[src/rtl/mem_responder.sv]
// ============================================================================
//  Module      : mem_responder
//  Description : Memory-side responder that completes one 16-bit read/write
//                per memread/memwrite request, routing to block RAM or I/O.
//  Revision    : 1.0 - initial release
// ============================================================================
`timescale 1ns/1ps
`default_nettype none

module mem_responder #(
    parameter int          WAIT_CYCLES = 0,
    parameter logic [15:0] IO_BASE     = 16'hFF00,
    parameter int          IO_TIMEOUT  = 64
) (
    input  logic        clk,
    input  logic        reset,
    input  logic        memread,
    input  logic        memwrite,
    input  logic [15:0] addr,
    input  logic [15:0] wdata,
    output logic [15:0] rdata,
    output logic        ready,
    output logic        busy,
    output logic        err,
    output logic [15:0] ram_addr,
    output logic        ram_en,
    output logic        ram_we,
    output logic [15:0] ram_wdata,
    input  logic [15:0] ram_rdata,
    output logic        io_req,
    output logic        io_we,
    output logic [15:0] io_addr,
    output logic [15:0] io_wdata,
    input  logic [15:0] io_rdata,
    input  logic        io_ack
);

    localparam int c_TCNT_W = $clog2(IO_TIMEOUT + 1);

    typedef enum logic [2:0] {
        S_IDLE    = 3'd0,
        S_RAM_RD  = 3'd1,
        S_RAM_CAP = 3'd2,
        S_RAM_WR  = 3'd3,
        S_IO_REQ  = 3'd4,
        S_DONE    = 3'd5,
        S_RELEASE = 3'd6
    } state_t;

    state_t                r_state;
    state_t                w_next_state;
    logic [15:0]           r_addr;
    logic [15:0]           r_wdata;
    logic                  r_write;
    logic [3:0]            r_wcnt;
    logic [c_TCNT_W-1:0]   r_tcnt;
    logic [15:0]           r_rdata;
    logic                  r_ready;
    logic                  r_err;
    logic                  w_req;
    logic                  w_is_io;
    logic                  w_wcnt_zero;
    logic                  w_tcnt_last;

    assign w_req       = memread | memwrite;
    assign w_is_io     = (addr >= IO_BASE);
    assign w_wcnt_zero = (r_wcnt == 4'd0);
    assign w_tcnt_last = (r_tcnt == c_TCNT_W'(1));

    always_ff @(posedge clk or negedge reset) begin
        if (!reset) begin
            r_state <= S_IDLE;
        end else begin
            r_state <= w_next_state;
        end
    end

    // Next-state and all combinational outputs; everything is zero in IDLE,
    // which makes the outputs drop as soon as reset forces IDLE.
    always_comb begin
        w_next_state = r_state;
        busy         = 1'b1;
        ram_en       = 1'b0;
        ram_we       = 1'b0;
        ram_addr     = 16'h0000;
        ram_wdata    = 16'h0000;
        io_req       = 1'b0;
        io_we        = 1'b0;
        io_addr      = 16'h0000;
        io_wdata     = 16'h0000;
        case (r_state)
            S_IDLE: begin
                busy = 1'b0;
                if (w_req) begin
                    if (w_is_io) begin
                        w_next_state = S_IO_REQ;
                    end else if (memwrite) begin
                        w_next_state = S_RAM_WR;
                    end else begin
                        w_next_state = S_RAM_RD;
                    end
                end
            end
            S_RAM_RD: begin
                ram_en   = 1'b1;
                ram_addr = r_addr;
                if (w_wcnt_zero) begin
                    w_next_state = S_RAM_CAP;
                end
            end
            S_RAM_CAP: begin
                w_next_state = S_DONE;
            end
            S_RAM_WR: begin
                ram_addr  = r_addr;
                ram_wdata = r_wdata;
                ram_we    = w_wcnt_zero;
                if (w_wcnt_zero) begin
                    w_next_state = S_DONE;
                end
            end
            S_IO_REQ: begin
                io_req   = 1'b1;
                io_we    = r_write;
                io_addr  = r_addr;
                io_wdata = r_wdata;
                if (io_ack || w_tcnt_last) begin
                    w_next_state = S_DONE;
                end
            end
            S_DONE: begin
                w_next_state = S_RELEASE;
            end
            S_RELEASE: begin
                if (!w_req) begin
                    w_next_state = S_IDLE;
                end
            end
            default: begin
                w_next_state = S_IDLE;
            end
        endcase
    end

    always_ff @(posedge clk or negedge reset) begin
        if (!reset) begin
            r_addr  <= 16'h0000;
            r_wdata <= 16'h0000;
            r_write <= 1'b0;
            r_wcnt  <= 4'd0;
            r_tcnt  <= '0;
            r_rdata <= 16'h0000;
            r_ready <= 1'b0;
            r_err   <= 1'b0;
        end else begin
            // Registered pulse: the ready cycle follows the DONE state.
            r_ready <= (r_state == S_DONE);
            case (r_state)
                S_IDLE: begin
                    if (w_req) begin
                        r_addr  <= addr;
                        r_wdata <= wdata;
                        r_write <= memwrite;
                        r_wcnt  <= 4'(WAIT_CYCLES);
                        r_tcnt  <= c_TCNT_W'(IO_TIMEOUT);
                        r_err   <= 1'b0;
                    end
                end
                S_RAM_RD, S_RAM_WR: begin
                    if (!w_wcnt_zero) begin
                        r_wcnt <= r_wcnt - 4'd1;
                    end
                end
                S_RAM_CAP: begin
                    r_rdata <= ram_rdata;
                end
                S_IO_REQ: begin
                    // Ack takes priority over a timeout on the same cycle.
                    if (io_ack) begin
                        if (!r_write) begin
                            r_rdata <= io_rdata;
                        end
                    end else if (w_tcnt_last) begin
                        r_err <= 1'b1;
                        if (!r_write) begin
                            r_rdata <= 16'hFFFF;
                        end
                    end else begin
                        r_tcnt <= r_tcnt - c_TCNT_W'(1);
                    end
                end
                default: begin
                end
            endcase
        end
    end

    assign rdata = r_rdata;
    assign ready = r_ready;
    assign err   = r_err;

endmodule

`default_nettype wire

[config.mk]
export PLATFORM = sky130hd
export DESIGN_NAME = mem_responder
export DESIGN_NICKNAME = d
export VERILOG_FILES = /design/src/rtl/mem_responder.sv
export SDC_FILE = /design/constraint.sdc
export NUM_CORES = 1
export LEC_CHECK = 0
export BUFFER_PORTS_ARGS = -buffer_cell sky130_fd_sc_hd__buf_4
export CORE_AREA = 2 2 86 88
export CTS_CLUSTER_DIAMETER = 200
export DETAILED_ROUTE_END_ITERATION = 6
export DIE_AREA = 0 0 88 90
export PLACE_DENSITY = 0.94
export SLEW_MARGIN = 20
export SYNTH_ARGS = -nofsm -noshare
export SYNTH_HDL_FRONTEND = slang
export SYNTH_SLANG_ARGS = --single-unit
[constraint.sdc]
create_clock -name clk -period 3.2 [get_ports clk]
set_input_delay 0.48 -clock clk [delete_from_list [all_inputs] [get_ports clk]]
set_output_delay 0.48 -clock clk [all_outputs]
set_load 0.03 [all_outputs]
After elaboration in Yosys (flattened, before gate mapping)
Cells that the tools add are included.

Bits in registers: 65. Input bits: 69. Output and inout port bits: 87. Logic and storage cells: 77.

$add $sub $neg: 2. $lt $le $gt $ge: 1. Equal/unequal tests: 18. Muxes and demuxes: 33. Bitwise operators: 1. Reduce and logical (&&, ||, !) cells: 13.

Operator list (number): 16-bit 2-to-1 mux (8); 16-bit case mux with 2 select lines (1); 7-bit 2-to-1 mux (3); 3-bit case mux with 7 select lines (1); 2-bit inequality test (second input constant) (10); 3-bit 2-to-1 mux (6); 16-bit greater-or-equal comparator (second input constant) (1); 7-bit case mux with 2 select lines (1); 3-bit equality test (second input constant) (3); 1-bit 2-to-1 mux (8); 4-bit 2-to-1 mux (2); 4-bit case mux with 2 select lines (1); 4-bit AND reduction (2); 7-bit by 1-bit equality test with 1-bit output (second input constant) (1); 7-bit by 1-bit subtractor with 7-bit output (second input constant) (1); 3-bit by 2-bit equality test with 1-bit output (second input constant) (2); 3-bit AND reduction (2); 2-bit nonzero test (3); 5-bit AND reduction (1); 4-bit logical NOT (1); 4-bit by 1-bit subtractor with 4-bit output (second input constant) (1); 3-bit by 1-bit equality test with 1-bit output (second input constant) (1); 3-bit logical NOT (1); 3-bit inequality test (second input constant) (1); 6 further kinds (6).

Longest topological paths before layout
Gate-level depths: netlist (run 1).

Depth in word-level cells: 4. Mapped depth: 7. Gate-level depth less buffers: 6.

Worst setup path before layout (run 1)
OpenSTA, ideal clock, no wires.

Path type: reg-to-output. Start point: register r_state[1]. End point: output io_addr[10]. Data arrival time: 1.759 ns. Data required time: 2.720 ns. Setup slack: 0.961 ns. Cell stages (with the launch flop): 5. Buffers on the path: 2. Cells stage by stage: dfrtp_1 > buf_2 > nor3b_2 > clkbuf_1 > and2_1.

Longest elaborated chain between the ends: 2.

RTL lines: start, declared (RTL line 50) `state_t r_state;`; start signal, assigned (RTL line 74) `r_state <= w_next_state;`; 3-bit equality test (RTL line 91) `case (r_state)`; 16-bit 2-to-1 mux (RTL line 91); end, declared (RTL line 32) `output logic [15:0] io_addr,`.

Every way passes these cells.

Worst setup path in the final report (run 1)
Start point: register r_state[0]. End point: output ram_wdata[4].

Longest elaborated chain between the ends: 2.

RTL lines: 3-bit by 2-bit equality test with 1-bit output (RTL line 91); 16-bit 2-to-1 mux (RTL line 91); end, declared (RTL line 28) `output logic [15:0] ram_wdata,`.

Every way passes these cells.

==> results of run 1 <==
kinds of logic after synthesis:
family | Yosys count
buffers and inverters | 49
multiplexers | 48
AO/OA/AOI/OAI | 47
AND/OR/NAND/NOR | 128
XOR/XNOR | 4
flip-flops | 65
adder cells (fa/ha/maj) | 4
cell usage in the layout, fill, tap and decap left out, drive strengths merged:
cell,n
a21oi,6
a22o,1
a22oi,1
a2bb2oi,2
a31oi,17
and2,50
and3,16
buf,160
bufinv,2
clkbuf,11
clkinv,3
dfrtp,65
ha,4
inv,24
mux2,48
nand2,7
nand2b,2
nand3,7
nand4,2
nand4bb,1
nor2,26
nor2b,2
nor3,7
nor3b,1
nor4,2
nor4b,1
o211ai,6
o21ai,8
o31a,1
o31ai,5
or2,2
or3b,1
or4,1
xor2,4
sequential cells by signal, indices dropped and copies added (netlist names):
register	count
r_addr	16
r_wdata	16
rdata	16
r_tcnt	7
r_wcnt	4
r_state	3
err	1
r_write	1
ready	1
area by class of cell:
type	instances	area (sq um)
Inverter	24	90.1
Multi-Input combinational cell	231	1760
Timing Repair Buffer	160	1220
Sequential cell	65	1630
Tap cell	99	124
Clock buffer	11	141
Clock inverter	5	78.8
Fill cell	479	1980
worst max-delay path, delay by kind of cell, from the launching register on:
family	cells	cell delay [ps]
buffers and inverters	2	480
DFF	1	700
and+or+nand+nor	2	710
layer usage:
layer | up-vias | part of all wire [%] | wire, um | global-route usage [%]
met2 | 124 | 49 | 4450 | 37.9
li1 | 1464 | - | - | -
met5 | - | 0 | 0 | 0
met1 | 1480 | 42 | 3840 | 28.6
met4 | 0 | 2.0 | 180 | 8.72
met3 | 16 | 6.3 | 572 | 4.78
power breakdown:
| part | switching (mW) | internal (mW) | leakage (nW) |
|---|---|---|---|
| clock network | 0.319 | 0.459 | 0.113 |
| logic | 1.70 | 1.33 | 1.67 |
| registers | 0.354 | 1.23 | 0.778 |
through the flow:
step                      utilization [%]  hold slack (ps)
after floorplan                         -              184
after global placement               68.3              478
after detailed placement             68.7              483
after CTS                            71.8              265
after global routing                 71.8              299
final                                71.8              239
worst max path at each step:
stage / start / end / slack [ps] / cells past startpoint
after global placement: r_state[0] / ram_we / 960 / 5
after global routing: r_state[0] / ram_wdata[10] / 360 / 4
after detailed placement: r_state[0] / ram_we / 900 / 5
after floorplan: r_state[1] / io_addr[10] / 960 / 4
after CTS: r_state[0] / ram_wdata[4] / 520 / 4
final: r_state[0] / ram_wdata[4] / 500 / 4
==> run metrics, run 1 <==
vias=3084; Post-synth EDFFs=0; Setup WS pre-CTS=896 ps; Worst Hold Class=input pin to async pin; Worst Tran Pin Value=812 ps; R2R depth=5; Initial Util=50.9%; Peak supply drop=0.582 mV; Worst Skew=10.3 ps; Synth area leaders=dfrtp_1, mux2_2, and2_1; PD cells=1070 nW/um^2; fin crit share=84.5%; Worst R2R Start=r_state[0]; crit-path cells=nor2b_2 -> buf_4 -> and3_1 -> buf_4; # DRC=0; final worst slack=497 ps; htree depth=3; Setup Buffers After CTS=0; LEAKAGE=2.56 nW; GRT overflow=0; GRT Total Usage=22.8%; status=finished, final reports clean; largest area contributor in the netlist=dfrtp_1; placed inst area=4820 sq um; synthesized net count=418; die area=7920 sq um; post-synthesis mux area share=16.2%; Max Transition Viols Final=0; CP arrival=2220 ps; Simple-Gate Fraction of Synth Area=21.0%; count of final hold-check violations=0; synthesized flop and latch total=65; top post-synthesis cells by count=dfrtp_1, and2_1, mux2_2; Yosys top cell area share=45.5%; leading register cell type out of synthesis=dfrtp_1; Yosys cell types=45; Fin Setup TNS=0 ps; CP Launch Type=flip-flop; asr flop ratio synth=100%; design area=5040 sq um; vias in the first global route=2871; routed wire length=9.05 mm; Area Overhead vs Synth=41.1%; Final Total Pwr=5.40 mW; adder-cell area share of the yosys netlist=1.40%; CTS tree=built; placed cell count=579; CP Capture Type=output pin; FF-to-FF setup slack=1170 ps; Post-Layout Cell Count=595; global-route wire length before repair=14.2 mm; Tmin final=2700 ps; I/O Buffers=155; WL per Instance=15.2 um; Crit Path Max Fanout=25; Clk pin slew, worst setup/hold paths=70 ps; Cell Rows=31; Num CTS Buffers=9; 1st-iter DRT viols=226; Post-CTS Resized=0; largest family of logic cells by synthesized area=simple AND/OR/NAND/NOR gates; max_cap viols=0; xor/xnor share of the synthesized area=0.980%; core area=7020 sq um; Seq/Total Area, Yosys=45.5%; Max clock buf depth=2; antenna cells=0; RSZ-0062 raised after global routing=no; Syn Area/Cell=10.4 sq um; Clk Latency, worst-skew pair=340 ps; Die X=88 um; Placer Congestion=0.840; Root Buffer=clkbuf_8; Pre-Repair DR Iteration Count=4; Post-DP HPWL=6.30 mm; cell area after synthesis=3570 sq um; CP most frequent cell=buf_4; Crit-path slowest cell=dfrtp_1; most frequent cell after synthesis=dfrtp_1; post-route ant nets=0; number of I/O pins=156; fin nets=564; mean number of vias per cell=5.18; Die Ht=90 um; Post-Synthesis Cells=345; Reg-to-Reg End=r_tcnt[6]; CTS Sinks=65; Worst EP required=2720 ps; fmax=370 MHz; share of post-route cells with drive strength above 1=46.0%; YS warnings=0; Setup CP Type=flip-flop to output pin; setup violators final=0; largest net degree at the start of global routing=66; compound-cell area share of the yosys netlist=9.17%; Relative slew margins=45.9%; crit-path max cell delay=700 ps; CTS hold repair buffers=0; initial antenna violation count=0
(Power assumes the default switching activity.)
==> inputs of run 2 (changes only) <==
- CORE_AREA: 2 2 86 88 -> 2 2 90 92
- DIE_AREA: 0 0 88 90 -> 0 0 92 94
- PLACE_DENSITY: 0.94 -> 0.88
- clock period: 3.2 -> 2.8 ns (I/O delays scaled with it)
==> run metrics, run 2 (same netlist as run 1, synthesis figures left out) <==
status=finished, final reports clean; vias in the first global route=2988 (+4.1%); Placer Congestion=0.799 (-4.8%); Worst R2R Start=r_state[0]; mean number of vias per cell=5.14 (-0.78%); RSZ-0062 raised after global routing=no; Root Buffer=clkbuf_8; GRT Total Usage=20.8% (-1.9 points); Setup WS pre-CTS=588 ps (-308 ps); Post-CTS Resized=0 (unchanged); count of final hold-check violations=0 (unchanged); CTS hold repair buffers=0 (unchanged); Pre-Repair DR Iteration Count=4 (unchanged); Num CTS Buffers=9 (unchanged); Worst Tran Pin Value=813 ps (+1.55 ps); core area=7610 sq um (+8.4%); Post-DP HPWL=6.33 mm (+0.45%); fin nets=563 (-0.18%); CP Capture Type=output pin; Setup Buffers After CTS=0 (unchanged); initial antenna violation count=0 (unchanged); largest net degree at the start of global routing=66 (unchanged); 1st-iter DRT viols=110 (-51%); Clk pin slew, worst setup/hold paths=70 ps (about the same); WL per Instance=15.0 um (-1.6%); Clk Latency, worst-skew pair=330 ps (about the same); LEAKAGE=2.53 nW (-0.94%); CTS tree=built; Max Transition Viols Final=0 (unchanged); Die Ht=94 um (+4.4%); Cell Rows=32 (+3.2%); GRT overflow=0 (unchanged); Initial Util=47.0% (-3.9 points); final worst slack=238 ps (-258 ps); die area=8650 sq um (+9.2%); global-route wire length before repair=14.3 mm (+1.1%); CP Launch Type=flip-flop; Setup CP Type=flip-flop to output pin; Relative slew margins=45.8% (-0.10 points); fmax=390 MHz; Layout fillers=584 (+22%); Fin Setup TNS=0 ps (unchanged); Tmin final=2560 ps; commonest cells after routing, fill and taps aside=buf_4, dfrtp_1, and2_1; I/O Buffers=155 (unchanged); CP arrival=2140 ps (-80 ps); # DRC=0 (unchanged); PD cells=1210 nW/um^2 (+13%); routed wire length=8.90 mm (-1.6%); Die X=92 um (+4.5%); htree depth=3 (unchanged); Crit Path Max Fanout=27 (+8.0%); number of I/O pins=156 (unchanged); max_cap viols=0 (unchanged); commonest non-fill, non-tap cell in the layout=buf_4; setup violators final=0 (unchanged); vias=3060 (-0.78%); Worst Skew=6.58 ps (-3.77 ps); Worst Hold Class=input pin to async pin; Max clock buf depth=2 (unchanged); Crit. Startpoint=r_state[0]; share of post-route cells with drive strength above 1=45.8% (-0.13 points); fin crit share=91.5%; Worst EP required=2380 ps (-340 ps); Peak supply drop=0.623 mV (+7.1%); post-route ant nets=0 (unchanged); CTS Sinks=65 (unchanged); antenna cells=0 (unchanged); Area Overhead vs Synth=40.3%
run 2: critical path, cell delays in order, from the launching register on:
cell and delay, ps:
dfrtp_1 700, nor2b_2 450, buf_4 320, and3_1 190, buf_4 160
run 2: per-layer routing:
layer	routed length, um	GRT usage (%)
met1	3680	26.3
met2	4550	35.6
met3	551	4.17
met4	125	7.84
met5	0	0
run 2: where the power goes:
| group | leakage, nW | internal [mW] | switching (mW) |
|---|---|---|---|
| Sequential | 0.778 | 1.41 | 0.416 |
| Clock | 0.101 | 0.475 | 0.347 |
| Combinational | 1.66 | 1.51 | 1.91 |
| Total | 2.53 | 3.39 | 2.67 |
run 2: final timing paths:
kind / end / slack [ps] / cells after the start
worst max-delay path: ram_wdata[1] / 240 / 4
worst min register to register: r_tcnt[5] / 500 / 1
worst max register to register: r_tcnt[6] / 630 / 5
worst min-delay path: rdata[15] / 170 / 1
min in group clk: r_addr[13] / 310 / 2
max in group asynchronous: r_state[2] / 2080 / 1
run 2: area by class of cell:
cell class | instances | area [sq um] | share of cell area, %
multi-input combinational | 231 | 1760 | 35.1
clock inverter | 2 | 37.5 | 0.749
timing repair buffer | 159 | 1210 | 24.1
inverter | 24 | 90.1 | 1.80
tap | 102 | 128 | 2.55
sequential | 65 | 1630 | 32.4
clock buffer | 12 | 165 | 3.29
run 2: per-stage QoR:
step	cells	total power, mW	hold slack [ps]	area [sq um]	util (%)
6_report	595	6.06	173	5010	65.9
5_1_grt	595	6.44	244	5010	65.9
3_3_place_gp	581	5.14	473	4810	63.2
4_1_cts	595	6.10	213	5010	65.9
2_1_floorplan	345	4.11	124	3570	-
3_5_place_dp	581	5.26	479	4810	63.2
